<file path="src/rtl/datapath_pkg.sv">
// -----------------------------------------------------------------------------
// datapath_pkg
// Shared types for the pipeline stages.
//   word_t        : 32-bit machine word
//   fetch_entry_t : instruction-buffer entry {pc, instr}
//   fetch_state_t : fetch-stage control state (RUN / HALTED)
//   PC_STEP       : sequential PC increment (one 32-bit instruction)
// -----------------------------------------------------------------------------
package datapath_pkg;

  typedef logic [31:0] word_t;

  typedef struct packed {
    word_t pc;
    word_t instr;
  } fetch_entry_t;

  typedef enum logic {
    RUN    = 1'b0,
    HALTED = 1'b1
  } fetch_state_t;

  localparam word_t PC_STEP = 32'd4;

endpackage

</file>
<file path="src/rtl/instr_fifo.sv">
// -----------------------------------------------------------------------------
// instr_fifo
// Small synchronous FIFO of fetch_entry_t used as the instruction buffer.
//   clk, rst : clock, synchronous active-high reset (pointers/count only)
//   push     : write wdata (ignored when full)
//   pop      : drop head entry (ignored when empty)
//   flush    : empty the FIFO; has priority over push and pop
//   wdata    : entry to write
//   rdata    : head entry (show-ahead)
//   full     : count == DEPTH
//   empty    : count == 0
//   count    : current occupancy
// DEPTH must be a power of two so the pointers wrap naturally.
// -----------------------------------------------------------------------------
module instr_fifo
  import datapath_pkg::*;
#(
  parameter int DEPTH = 4
) (
  input  logic                       clk,
  input  logic                       rst,
  input  logic                       push,
  input  logic                       pop,
  input  logic                       flush,
  input  fetch_entry_t               wdata,
  output fetch_entry_t               rdata,
  output logic                       full,
  output logic                       empty,
  output logic [$clog2(DEPTH):0]     count
);

  localparam int AW = $clog2(DEPTH);
  localparam int CW = AW + 1;

  fetch_entry_t  mem_q [DEPTH];
  logic [AW-1:0] wr_ptr_q, wr_ptr_d;
  logic [AW-1:0] rd_ptr_q, rd_ptr_d;
  logic [CW-1:0] cnt_q, cnt_d;
  logic          do_push;
  logic          do_pop;

  always_comb begin
    full     = (cnt_q == CW'(DEPTH));
    empty    = (cnt_q == '0);
    count    = cnt_q;
    rdata    = mem_q[rd_ptr_q];
    do_push  = push & ~full;
    do_pop   = pop & ~empty;
    wr_ptr_d = wr_ptr_q;
    rd_ptr_d = rd_ptr_q;
    cnt_d    = cnt_q;
    if (flush) begin
      wr_ptr_d = '0;
      rd_ptr_d = '0;
      cnt_d    = '0;
    end else begin
      if (do_push) wr_ptr_d = wr_ptr_q + AW'(1);
      if (do_pop)  rd_ptr_d = rd_ptr_q + AW'(1);
      cnt_d = cnt_q + {{AW{1'b0}}, do_push} - {{AW{1'b0}}, do_pop};
    end
  end

  always_ff @(posedge clk) begin
    if (rst) begin
      wr_ptr_q <= '0;
      rd_ptr_q <= '0;
      cnt_q    <= '0;
    end else begin
      wr_ptr_q <= wr_ptr_d;
      rd_ptr_q <= rd_ptr_d;
      cnt_q    <= cnt_d;
    end
  end

  // Storage carries no reset; occupancy alone defines which entries are live.
  always_ff @(posedge clk) begin
    if (do_push && !flush) mem_q[wr_ptr_q] <= wdata;
  end

endmodule

</file>
<file path="src/rtl/fetch_stage.sv">
// -----------------------------------------------------------------------------
// fetch_stage
// Instruction fetch: holds the PC, issues single-outstanding word reads,
// buffers returned words with their PCs and hands them to decode.
//   CLK, rst                : clock, synchronous active-high reset
//   imem_ren / imem_addr    : read request and word-aligned address (= pc)
//   imem_rdata / imem_ready : read data, valid in the cycle ready is high
//   redirect / redirect_pc  : flush and refetch from the target
//   halt                    : stop fetching permanently (until reset)
//   dec_ready               : decode accepts the head entry
//   fetch_valid/instr/pc    : head entry to decode (zero when empty)
//   halted                  : sticky halt indication
// -----------------------------------------------------------------------------
module fetch_stage
  import datapath_pkg::*;
#(
  parameter word_t RESET_PC   = 32'h0000_0000,
  parameter int    FIFO_DEPTH = 4
) (
  input  logic        CLK,
  input  logic        rst,
  output logic        imem_ren,
  output logic [31:0] imem_addr,
  input  logic [31:0] imem_rdata,
  input  logic        imem_ready,
  input  logic        redirect,
  input  logic [31:0] redirect_pc,
  input  logic        halt,
  input  logic        dec_ready,
  output logic        fetch_valid,
  output logic [31:0] fetch_instr,
  output logic [31:0] fetch_pc,
  output logic        halted
);

  localparam int CNT_W = $clog2(FIFO_DEPTH) + 1;

  fetch_state_t     state_q, state_d;
  word_t            pc_q, pc_d;
  logic             halted_q;

  logic             run;
  logic             resp;
  logic             fifo_push;
  logic             fifo_pop;
  logic             fifo_flush;
  fetch_entry_t     fifo_wdata;
  fetch_entry_t     fifo_rdata;
  logic             fifo_full;
  logic             fifo_empty;
  logic [CNT_W-1:0] fifo_count;

  instr_fifo #(
    .DEPTH (FIFO_DEPTH)
  ) u_fifo (
    .clk   (CLK),
    .rst   (rst),
    .push  (fifo_push),
    .pop   (fifo_pop),
    .flush (fifo_flush),
    .wdata (fifo_wdata),
    .rdata (fifo_rdata),
    .full  (fifo_full),
    .empty (fifo_empty),
    .count (fifo_count)
  );

  always_comb begin
    run = (state_q == RUN);
    // Request only with buffer room, so a response can never be dropped;
    // redirect/halt suppress the request so the old-path word is discarded.
    imem_ren  = ~rst & run & (fifo_count < CNT_W'(FIFO_DEPTH)) & ~redirect & ~halt;
    imem_addr = pc_q;
    resp      = imem_ren & imem_ready;

    fifo_push        = resp;
    fifo_wdata.pc    = pc_q;
    fifo_wdata.instr = imem_rdata;
    fifo_flush       = run & (redirect | halt);

    fetch_valid = run & ~fifo_empty;
    fifo_pop    = fetch_valid & dec_ready;
    fetch_instr = fetch_valid ? fifo_rdata.instr : '0;
    fetch_pc    = fetch_valid ? fifo_rdata.pc    : '0;

    state_d = state_q;
    pc_d    = pc_q;
    if (run) begin
      if (halt) begin
        state_d = HALTED;
      end else if (redirect) begin
        pc_d = redirect_pc & ~32'h3;
      end else if (resp) begin
        pc_d = pc_q + PC_STEP;
      end
    end
  end

  always_ff @(posedge CLK) begin
    if (rst) begin
      state_q  <= RUN;
      pc_q     <= RESET_PC;
      halted_q <= 1'b0;
    end else begin
      state_q  <= state_d;
      pc_q     <= pc_d;
      halted_q <= (state_d == HALTED);
    end
  end

  assign halted = halted_q;

  // Occupancy and full flag must always agree.
  a_full_count: assert property (@(posedge CLK) disable iff (rst)
    fifo_full == (fifo_count == CNT_W'(FIFO_DEPTH)));

endmodule

</file>
<file path="config.mk">
export PLATFORM = sky130hd
export DESIGN_NAME = fetch_stage
export DESIGN_NICKNAME = d
export VERILOG_FILES = /design/src/rtl/datapath_pkg.sv /design/src/rtl/instr_fifo.sv /design/src/rtl/fetch_stage.sv
export SDC_FILE = /design/constraint.sdc
export NUM_CORES = 1
export LEC_CHECK = 0
export BUFFER_PORTS_ARGS = -buffer_cell sky130_fd_sc_hd__buf_2
export CAP_MARGIN = 40
export CORE_MARGIN = 5
export CORE_UTILIZATION = 48
export CTS_CLUSTER_DIAMETER = 30
export DETAILED_ROUTE_END_ITERATION = 6
export PLACE_DENSITY = 0.77
export SETUP_SLACK_MARGIN = 0.4
export SLEW_MARGIN = 20
export SYNTH_ARGS = -nofsm -noshare
export SYNTH_HDL_FRONTEND = slang
export SYNTH_SLANG_ARGS = --single-unit
</file>
<file path="constraint.sdc">
create_clock -name CLK -period 6.9 [get_ports CLK]
set_input_delay 0.345 -clock CLK [delete_from_list [all_inputs] [get_ports CLK]]
set_output_delay 0.345 -clock CLK [all_outputs]
set_load 0.01 [all_outputs]
</file>
==> results of run 1 <==
## kinds of logic (layout without fill, tap and decap cells)
group	after synthesis	count (layout)	synth area share, %
AOI/OAI and AO/OA	85	85	4.73
adders and majority gates	8	8	0.906
and+or+nand+nor	218	218	10.1
other	1	4	0.0316
buffers and inverters	61	290	2.14
DFF	288	288	69.5
muxes	67	67	12.2
xor gates and xnor gates	5	5	0.369
## metrics by stage
stage,cells,setup WS [ns]
2_1_floorplan,736,3.76
3_3_place_gp,1179,3.58
3_5_place_dp,1186,4.07
4_1_cts,1289,3.75
5_1_grt,1289,3.66
6_report,1289,3.88
## critical path, cell delays in order (launching register included)
cell     delay (ns)
dfxtp_4        0.51
buf_4          0.40
buf_16         0.32
mux4_2         0.53
and2_1         0.21
buf_2          0.15
## worst paths after layout
kind / start / endpoint / slack (ns) / cells past startpoint
worst max-delay path: flop / fetch_pc[30] / 3.88 / 5
worst min-delay path: imem_rdata[30] / u_fifo.mem_q[0][30]$_DFFE_PP_ / 0.02 / 1
worst max register to register: imem_addr[2]$_SDFFE_PP0P_ / imem_addr[14]$_SDFFE_PP0P_ / 4.23 / 6
worst min register to register: u_fifo.wr_ptr_q[1]$_SDFFE_PP0N_ / u_fifo.wr_ptr_q[1]$_SDFFE_PP0N_ / 0.49 / 2
## state kept, by name, summed over array words and instances, names as in the netlist, named ones only
signal / cells
u_fifo.wr_ptr_q: 2
u_fifo.rd_ptr_q: 2
u_fifo.mem_q: 248
halted: 1
imem_addr: 30
u_fifo.count: 3
## cell type report
type,instances,share of cell area (%)
well taps,324,2.68
multi-input cells,387,22.6
inverters,13,0.323
clock buffers,59,9.55
clock inverters,42,3.40
flip-flops and latches,288,54.6
repair buffers,176,6.79
## cells in the mapped netlist (6+ instances only)
library cell and instances:
a21oi_1 22, a31oi_1 8, and2_1 64, and3_1 12
buf_1 6, buf_2 7, clkbuf_1 30, dfxtp_1 40
edfxtp_1 248, ha_1 7, inv_1 12, mux4_2 62
nand2_1 42, nand3_1 16, nand4_1 10, nor2_1 34
nor3_1 8, nor4_1 6, o211ai_1 7, o21ai_0 14
or3_1 6
## per-layer routing
metal | global-route usage, % | share of wire, % | wire length (um)
met5 | 0 | 0.030 | 8
met4 | 4.94 | 1.8 | 469
met3 | 4.76 | 9.2 | 2470
met2 | 30.8 | 48 | 12900
met1 | 26.3 | 41 | 10800
## power breakdown
group / internal, uW / switching (uW)
logic: 54.8 / 77.7
clock network: 1890 / 872
registers: 1910 / 32.0
total: 3850 / 982
==> flow_metrics.tcl, run 1 <==
set metrics [dict create \
    final_nets 998 \
    grt.total_usage_pct 19.1 \
    fill_cells 1771 \
    avgViaCountPerCell 5.64 \
    via_count 7265 \
    drv_slew 0 \
    cts_sinks 288 \
    synthesis.area_um2 11900 \
    area_growth_pct 27.3 \
    cp-end-kind "output port" \
    path_class "reg -> out" \
    hold_slack_ns 0.0244 \
    placed_cell_area_um2 13100 \
    synth-seq-cells 288 \
    setup_viol_count_final 0 \
    cts_buffers 54 \
    yosys.area.top_type "edfxtp_1" \
    tightest_slew_ns 0.787 \
    clock_tree.buffer_depth 3 \
    rsz0062_at_grt "no" \
    ctsHoldBuffers 2 \
    postSynthCellCount 733 \
    report.power.total_uw 4830 \
    gp_congestion 0.834 \
    fin_area_um2 15100 \
    min_period_over_period_pct 43.8 \
    wl_per_cell_um 20.7 \
    dieArea_um2 28000 \
    multi_input_area_um2 3420 \
    start_util_pct 48.8 \
    grt_max_degree 65 \
    die_w_um 167 \
    critPathRequiredTime_ns 6.55 \
    worstPathMaxFanout 35 \
    synthArstFlopShare_pct 0 \
    antenna_found_initial 1 \
    yosys_warnings 0 \
    status "complete, no violations" \
    peakVddDrop_mv 0.187 \
    seq_area_um2 8260 \
    root_buffer "clkbuf_16" \
    hold_path_class "in -> reg" \
    grt_pass1_vias 7537 \
    ctsResizeCount 0 \
    slew_headroom_pct 47.1 \
    p_per_area_nw_per_um2 320 \
    io_pins 169 \
    post-route-util_pct 62.1 \
    critPathArrivalTime_ns 2.68 \
    layout_commonest_cell "edfxtp_1" \
    ys_top_cells_by_area "edfxtp_1, mux4_2, dfxtp_1" \
    n_antenna_cell 0 \
    rows 57 \
    post-cts-setup-buffers 0 \
    grt_pass1_wl_mm 42.5 \
    min_period_ns 3.02 \
    cts_tree "done" \
    crit_path_start_kind "flop" \
    hold_viol 0 \
    max_clock_freq_mhz 331 \
    core-area_um2 24300 \
    setup_tns_ns 0 \
    layout_common_cells "edfxtp_1, buf_2, and2_1" \
    ys_types 65 \
    drt_iter0_drc 667 \
    postSynthAreaPerCell_um2 16.2 \
    ys_seq_area_share_pct 69.5 \
    die_h_um 167 \
    synth_edf_count 248 \
    synth_top_area_share_pct 62.7 \
    power_leakage_uw 0.00540 \
    synth_flop_cell "edfxtp_1" \
    cts.clk_slew.worst_paths_ns 0.05 \
    ant_nets 0 \
    clock_latency_ns 0.54 \
    drt-total-wl_mm 26.7 \
    remaining_drc_errors 0 \
    max-cap-violations 0 \
    drt_pass1_iterations 7 \
    port_buffers 162 \
    skew_ns 0.0135 \
    grt_overflow 0 \
    dp.final_hpwl_mm 16.0 \
    cts_max_level 2 \
    layout-drive-gt1-share_pct 36.1 \
]
Power figures use the tool's default switching activity.
==> run 2, diff against run 1 <==
--- a/config.mk
+++ b/config.mk
@@ -11,7 +11,7 @@
 export CORE_UTILIZATION = 48
 export CTS_CLUSTER_DIAMETER = 30
 export DETAILED_ROUTE_END_ITERATION = 6
-export PLACE_DENSITY = 0.77
+export PLACE_DENSITY = 0.79
 export SETUP_SLACK_MARGIN = 0.4
 export SLEW_MARGIN = 20
 export SYNTH_ARGS = -nofsm -noshare
==> constraint.sdc (replaced) <==
create_clock -name CLK -period 2.76 [get_ports CLK]
set_input_delay 0.138 -clock CLK [delete_from_list [all_inputs] [get_ports CLK]]
set_output_delay 0.138 -clock CLK [all_outputs]
set_load 0.01 [all_outputs]
==> run 2 against run 1 <==
Net effect:
- largest power group unchanged
- non-clock buffer count is 77 higher
- combinational power grew to 3.3 times the previous value
- routed wire length is 9.1% higher
- highest routed layer is now met4
- die area stayed put
- clock skew is 0.012 ns higher
==> flow_metrics.tcl, run 2 (synthesis gave the netlist of run 1 again) <==
set metrics [dict create \
    setup_viol_count_final 0 \
    port_buffers 162 \
    hold_slack_ns 0.0452 \
    cts.clk_slew.worst_paths_ns 0.05 \
    layout_common_cells "edfxtp_1, buf_2, and2_1" \
    max-cap-violations 0 \
    cts_tree "done" \
    regToRegSetupSlack_ns 0.58 \
    layout_commonest_cell "edfxtp_1" \
    io_pins 169 \
    p_int_uw 9680 \
    p_seq_share_pct 39.2 \
    final_nets 1078 \
    min_period_ns 2.25 \
    post-place-ws_ns 0.627 \
    core-area_um2 24300 \
    grt_pass1_wl_mm 45.9 \
    antenna_found_initial 0 \
    n_antenna_cell 0 \
    top_layer "met4" \
    slew_headroom_pct 60.7 \
    grt_overflow 0 \
    dieArea_um2 28000 \
    die_w_um 167 \
    power_leakage_uw 0.00577 \
    wl_met1_mm 11.3 \
    largest_register_ffs 248 \
    route.met3.wl_mm 2.63 \
    critPathRequiredTime_ns 2.62 \
    drt_iter0_drc 672 \
    root_buffer "clkbuf_16" \
    grt_pass1_vias 8174 \
    wl_per_cell_um 21.3 \
    switching_share_pct 21.5 \
    rsz0062_at_grt "no" \
    layout-drive-gt1-share_pct 36.4 \
    wl_met2_mm 14.6 \
    min_period_over_period_pct 81.7 \
    grt.total_usage_pct 20.7 \
    gp_congestion 0.855 \
    grt_max_degree 65 \
    via_count 7685 \
    area_growth_pct 34.0 \
    max_clock_freq_mhz 444 \
    critPathArrivalTime_ns 2.12 \
    crit_path_start_kind "flop" \
    hold_path_class "in -> reg" \
    cts_sinks 288 \
    clock_latency_ns 0.57 \
    avgViaCountPerCell 5.60 \
    drt_pass1_iterations 5 \
    status "complete, no violations" \
    rows 57 \
    dp.final_hpwl_mm 16.5 \
    remaining_drc_errors 0 \
    worst_slack_ns 0.505 \
    report.power.total_uw 12300 \
    min_delay_path_depth 3 \
    pwr-share-clk_pct 57.3 \
    die_h_um 167 \
    cts_buffers 57 \
    clock_tree.buffer_depth 3 \
    hold_viol 0 \
    cts_max_level 2 \
    skew_ns 0.0258 \
    share_comb_of_total_power_pct 3.5 \
    setup_tns_ns 0 \
    cp-end-kind "output port" \
    peakVddDrop_mv 0.719 \
    rr_worst_depth 5 \
    top_register "u_fifo.mem_q" \
    power.switching_uw 2660 \
    worstPathMaxFanout 14 \
    post-route-util_pct 65.4 \
    drv_slew 0 \
    ant_nets 0 \
    tightest_slew_ns 0.590 \
    fill_cells 1673 \
    p_per_area_nw_per_um2 775 \
    path_class "reg -> out" \
    start_util_pct 48.8 \
    drt-total-wl_mm 29.2 \
]
==> run 2: cell count changes in the layout (fill, tap and decap cells not counted), sizes merged, moves of 3 or more <==
cell / delta
inv: +7
buf: +25
clkbuf: +3
clkinv: -4
dlygate4sd3: +52
==> run 2: area by class of cell <==
class / instances / area [um^2] / share of cell area, %
clock inverters: 45 / 556 / 3.49
inverters: 13 / 48.8 / 0.307
clock buffers: 62 / 1460 / 9.15
flip-flops and latches: 288 / 8260 / 51.9
well taps: 324 / 405 / 2.55
repair buffers: 253 / 1780 / 11.2
multi-input cells: 387 / 3410 / 21.4
==> run 2: worst paths after layout <==
check | from | endpoint
setup reg to reg | imem_addr[4]$_SDFFE_PP0P_ | imem_addr[30]$_SDFFE_PP0P_
hold / removal | redirect_pc[14] | imem_addr[14]$_SDFFE_PP0P_
setup / recovery | flop | fetch_instr[31]
hold reg to reg | u_fifo.wr_ptr_q[1]$_SDFFE_PP0N_ | u_fifo.wr_ptr_q[1]$_SDFFE_PP0N_
==> run 2: worst max-delay path, stage by stage (launching register included) <==
cell     delay, ns
dfxtp_4       0.37
buf_4         0.30
mux4_2        0.54
and2_1        0.20
buf_2         0.14
==> run 2: power groups by stage <==
stage	Combinational [uW]	Sequential [uW]	Clock (uW)
6_report	434	4840	7060
5_1_grt	471	4840	7390
4_1_cts	427	4840	7170
3_5_place_dp	360	4920	0
3_3_place_gp	350	4920	0
2_1_floorplan	165	4920	0
==> run 2: timing repair <==
action / in CTS / in global routing
setup buffers: 4 / 0
setup endpoints to repair: 47 / 23
gates resized for setup: 0 / 1
hold endpoints to repair: 151 / 0
hold buffers: 54 / 0
==> run 2: metal layers <==
| layer | GRT usage (%) | up-vias |
|---|---|---|
| met3 | 5.82 | 61 |
| met4 | 6.07 | 0 |
| met5 | 0 | - |
| li1 | - | 3434 |
| met2 | 35.1 | 373 |
| met1 | 26.4 | 3817 |
==> run 2: stage by stage <==
| stage | area [um^2] | std cells |
|---|---|---|
| after floorplan | 11900 | 736 |
| after global placement | 13300 | 1207 |
| after detailed placement | 13300 | 1207 |
| after CTS | 15900 | 1372 |
| after global routing | 15900 | 1372 |
| final | 15900 | 1372 |
==> run 3, diff against run 2 <==
--- a/config.mk
+++ b/config.mk
@@ -5,6 +5,7 @@
 export SDC_FILE = /design/constraint.sdc
 export NUM_CORES = 1
 export LEC_CHECK = 0
+export ABC_AREA = 1
 export BUFFER_PORTS_ARGS = -buffer_cell sky130_fd_sc_hd__buf_2
 export CAP_MARGIN = 40
 export CORE_MARGIN = 5
==> constraint.sdc (replaced) <==
create_clock -name CLK -period 1.87 [get_ports CLK]
set_input_delay 0.0935 -clock CLK [delete_from_list [all_inputs] [get_ports CLK]]
set_output_delay 0.0935 -clock CLK [all_outputs]
set_load 0.01 [all_outputs]
==> run 3 against run 2 <==
Net effect:
- the flow now finishes with violations (negative setup slack)
- design area increased by 11%
- non-clock buffer count increased by 67
- first-iteration DRC count increased by 45%
- area after synthesis increased by 3.2%
- critical path depth increased by 3
- hold slack improved by 0.0034 ns
- utilization increased by 4.5 points
- register-to-register slack got worse by 0.72 ns
- critical endpoint is now fetch_instr[20]
- routed wire length increased by 24%
- final cell count increased by 36%
- sequential share of layout area decreased by 4.9 points
- die area increased by 3.0%
- highest routed layer unchanged
==> flow_metrics.tcl, run 3 <==
set metrics [dict create \
    status "finished with violations" \
    violations "negative setup slack" \
    grt_pass1_vias 9780 \
    max_clock_freq_mhz 487 \
    path_common_cell "nor2_1" \
    min_period_over_period_pct 110 \
    post-place-ws_ns -0.130 \
    cp-end-kind "output port" \
    drv_slew 0 \
    layout_common_cells "nor2_1, edfxtp_1, buf_2" \
    avgViaCountPerCell 5.51 \
    rsz0062_at_grt "yes" \
    synthArstFlopShare_pct 0 \
    min_delay_path_depth 5 \
    rr_worst_depth 9 \
    rr_startpoint "u_fifo.count[2]$_SDFF_PP0_" \
    cts_sinks 288 \
    cts_buffers 49 \
    p_per_area_nw_per_um2 945 \
    seq_area_um2 8280 \
    ys_seq_area_share_pct 67.3 \
    peakVddDrop_mv 0.616 \
    gp_congestion 0.868 \
    grt_overflow 0 \
    multi_input_area_um2 4020 \
    postSynthAreaPerCell_um2 10.3 \
    drt_iter0_drc 974 \
    drt-total-wl_mm 36.2 \
    wl_per_cell_um 19.4 \
    synthesis.area_um2 12300 \
    layout_commonest_cell "nor2_1" \
    antenna_found_initial 0 \
    hold_path_class "in -> reg" \
    ys_top_cells_by_count "nor2_1, edfxtp_1, nand2_1, o21ai_0, a21oi_1" \
    fill_cells 1592 \
    postSynthCellCount 1184 \
    path_class "reg -> out" \
    cpPeakStageDelay_ns 0.35 \
    synth_flop_cell "edfxtp_1" \
    worstPathMaxFanout 14 \
    skew_ns 0.0174 \
    via_count 10270 \
    clock_latency_ns 0.55 \
    grt_pass1_wl_mm 50.2 \
    grt_max_degree 64 \
    cts.clk_slew.worst_paths_ns 0.05 \
    root_buffer "clkbuf_16" \
    io_pins 169 \
    n_antenna_cell 0 \
    port_buffers 162 \
    critPathArrivalTime_ns 1.96 \
    largest_register_ffs 248 \
    power_leakage_uw 0.00663 \
    ys_top_cells_by_area "edfxtp_1, nor2_1, dfxtp_1" \
    drt_pass1_iterations 5 \
    cts_max_level 2 \
    synth_top_area_share_pct 60.8 \
    rows 58 \
    ys_types 37 \
    min_period_ns 2.05 \
    layout-drive-gt1-share_pct 31.3 \
    die_w_um 170 \
    hold_viol 0 \
    worstPathCellList "buf_12 > clkbuf_16 > nor2_1 > nor2_1 > o21ai_0 > a21oi_1 > buf_2" \
    die_h_um 170 \
    ant_nets 0 \
    critPathRequiredTime_ns 1.78 \
    dieArea_um2 28800 \
    synth_edf_count 248 \
    start_util_pct 48.7 \
    yosysMostFrequentCell "nor2_1" \
    post-route-util_pct 70.0 \
    worst_slack_ns -0.184 \
    synth-seq-cells 288 \
    top_register "u_fifo.mem_q" \
    clock_tree.buffer_depth 3 \
    report.power.total_uw 16600 \
    remaining_drc_errors 0 \
    grt.total_usage_pct 21.8 \
    yosys.area.top_type "edfxtp_1" \
    yosys_warnings 0 \
    final_nets 1572 \
    setup_viol_count_final 98 \
    crit_path_start_kind "flop" \
    regToRegSetupSlack_ns -0.14 \
    dp.final_hpwl_mm 18.5 \
    max-cap-violations 0 \
    cts_tree "done" \
    core-area_um2 25200 \
    min-delay-start "dec_ready" \
    cpMaxStageDelayCell "dfxtp_4" \
    area_growth_pct 43.8 \
]
run 3: cell types whose count changed after synthesis, moves of 15 or more:
cell     delta
a21oi_1    +70
and2_1     -61
inv_1      +30
mux4_2     -62
nand2_1   +101
nand3_1    +15
nor2_1    +291
o21ai_0   +127
run 3: cell families (layout without fill, tap and decap cells):
family / Yosys count / in the layout / share of synthesized area, %
compound gates: 256 / 256 / 11.0
simple gates: 517 / 517 / 16.7
xor+xnor: 2 / 2 / 0.143
fa+ha+maj: 8 / 8 / 0.878
buf+inv: 112 / 460 / 3.89
flops: 288 / 288 / 67.3
other cells: 1 / 4 / 0.0306
run 3: stage by stage:
stage	instances	hold slack (ns)	setup TNS (ns)	cell area (um^2)
after global placement	1661	0.307	-0.0968	13800
after floorplan	1187	0.192	-56.49	12300
after global routing	1865	0.0849	-16.88	17600
after detailed placement	1661	0.311	-0.130	13800
after CTS	1832	0.0292	-6.50	16600
final	1865	0.0486	-7.39	17600
run 3: path summary, 6_finish.rpt:
check                               endpoint
min          u_fifo.rd_ptr_q[0]$_SDFFE_PP0P_
min reg2reg       imem_addr[28]$_SDFFE_PP0P_
max reg2reg       u_fifo.count[2]$_SDFF_PP0_
max                          fetch_instr[20]
run 3: power breakdown:
group	total, uW	internal, uW	switching, uW
sequential	7110	7030	75.4
clock	8770	5500	3270
combinational	772	352	419
run 3: critical path, delay by kind of cell, from the launching register on:
kind / cells / cell delay (ns)
compound gates: 2 / 0.39
buf+inv: 3 / 0.51
flops: 1 / 0.35
simple gates: 2 / 0.15
run 3: per-layer routing:
metal	vias up	track usage [%]	part of all wire, %
li1	4710	-	-
met1	4913	28.7	39
met2	561	37.1	49
met3	86	3.66	8.5
met4	0	7.39	2.9
met5	-	0	0
run 3: area by class of cell:
cell class / count / area share (%)
sequential: 288 / 47.0
multi-input combinational: 787 / 22.8
timing repair buffer: 320 / 17.2
clock buffer: 53 / 7.05
clock inverter: 39 / 2.42
tap: 330 / 2.34
inverter: 48 / 1.19
run 3: timing repair:
item	in CTS	in global routing
gates cloned	7	22
setup buffers	8	11
setup endpoints to repair	343	349
hold buffers	64	0
gates resized for setup	86	187
hold endpoints to repair	159	0
pin swaps	18	78
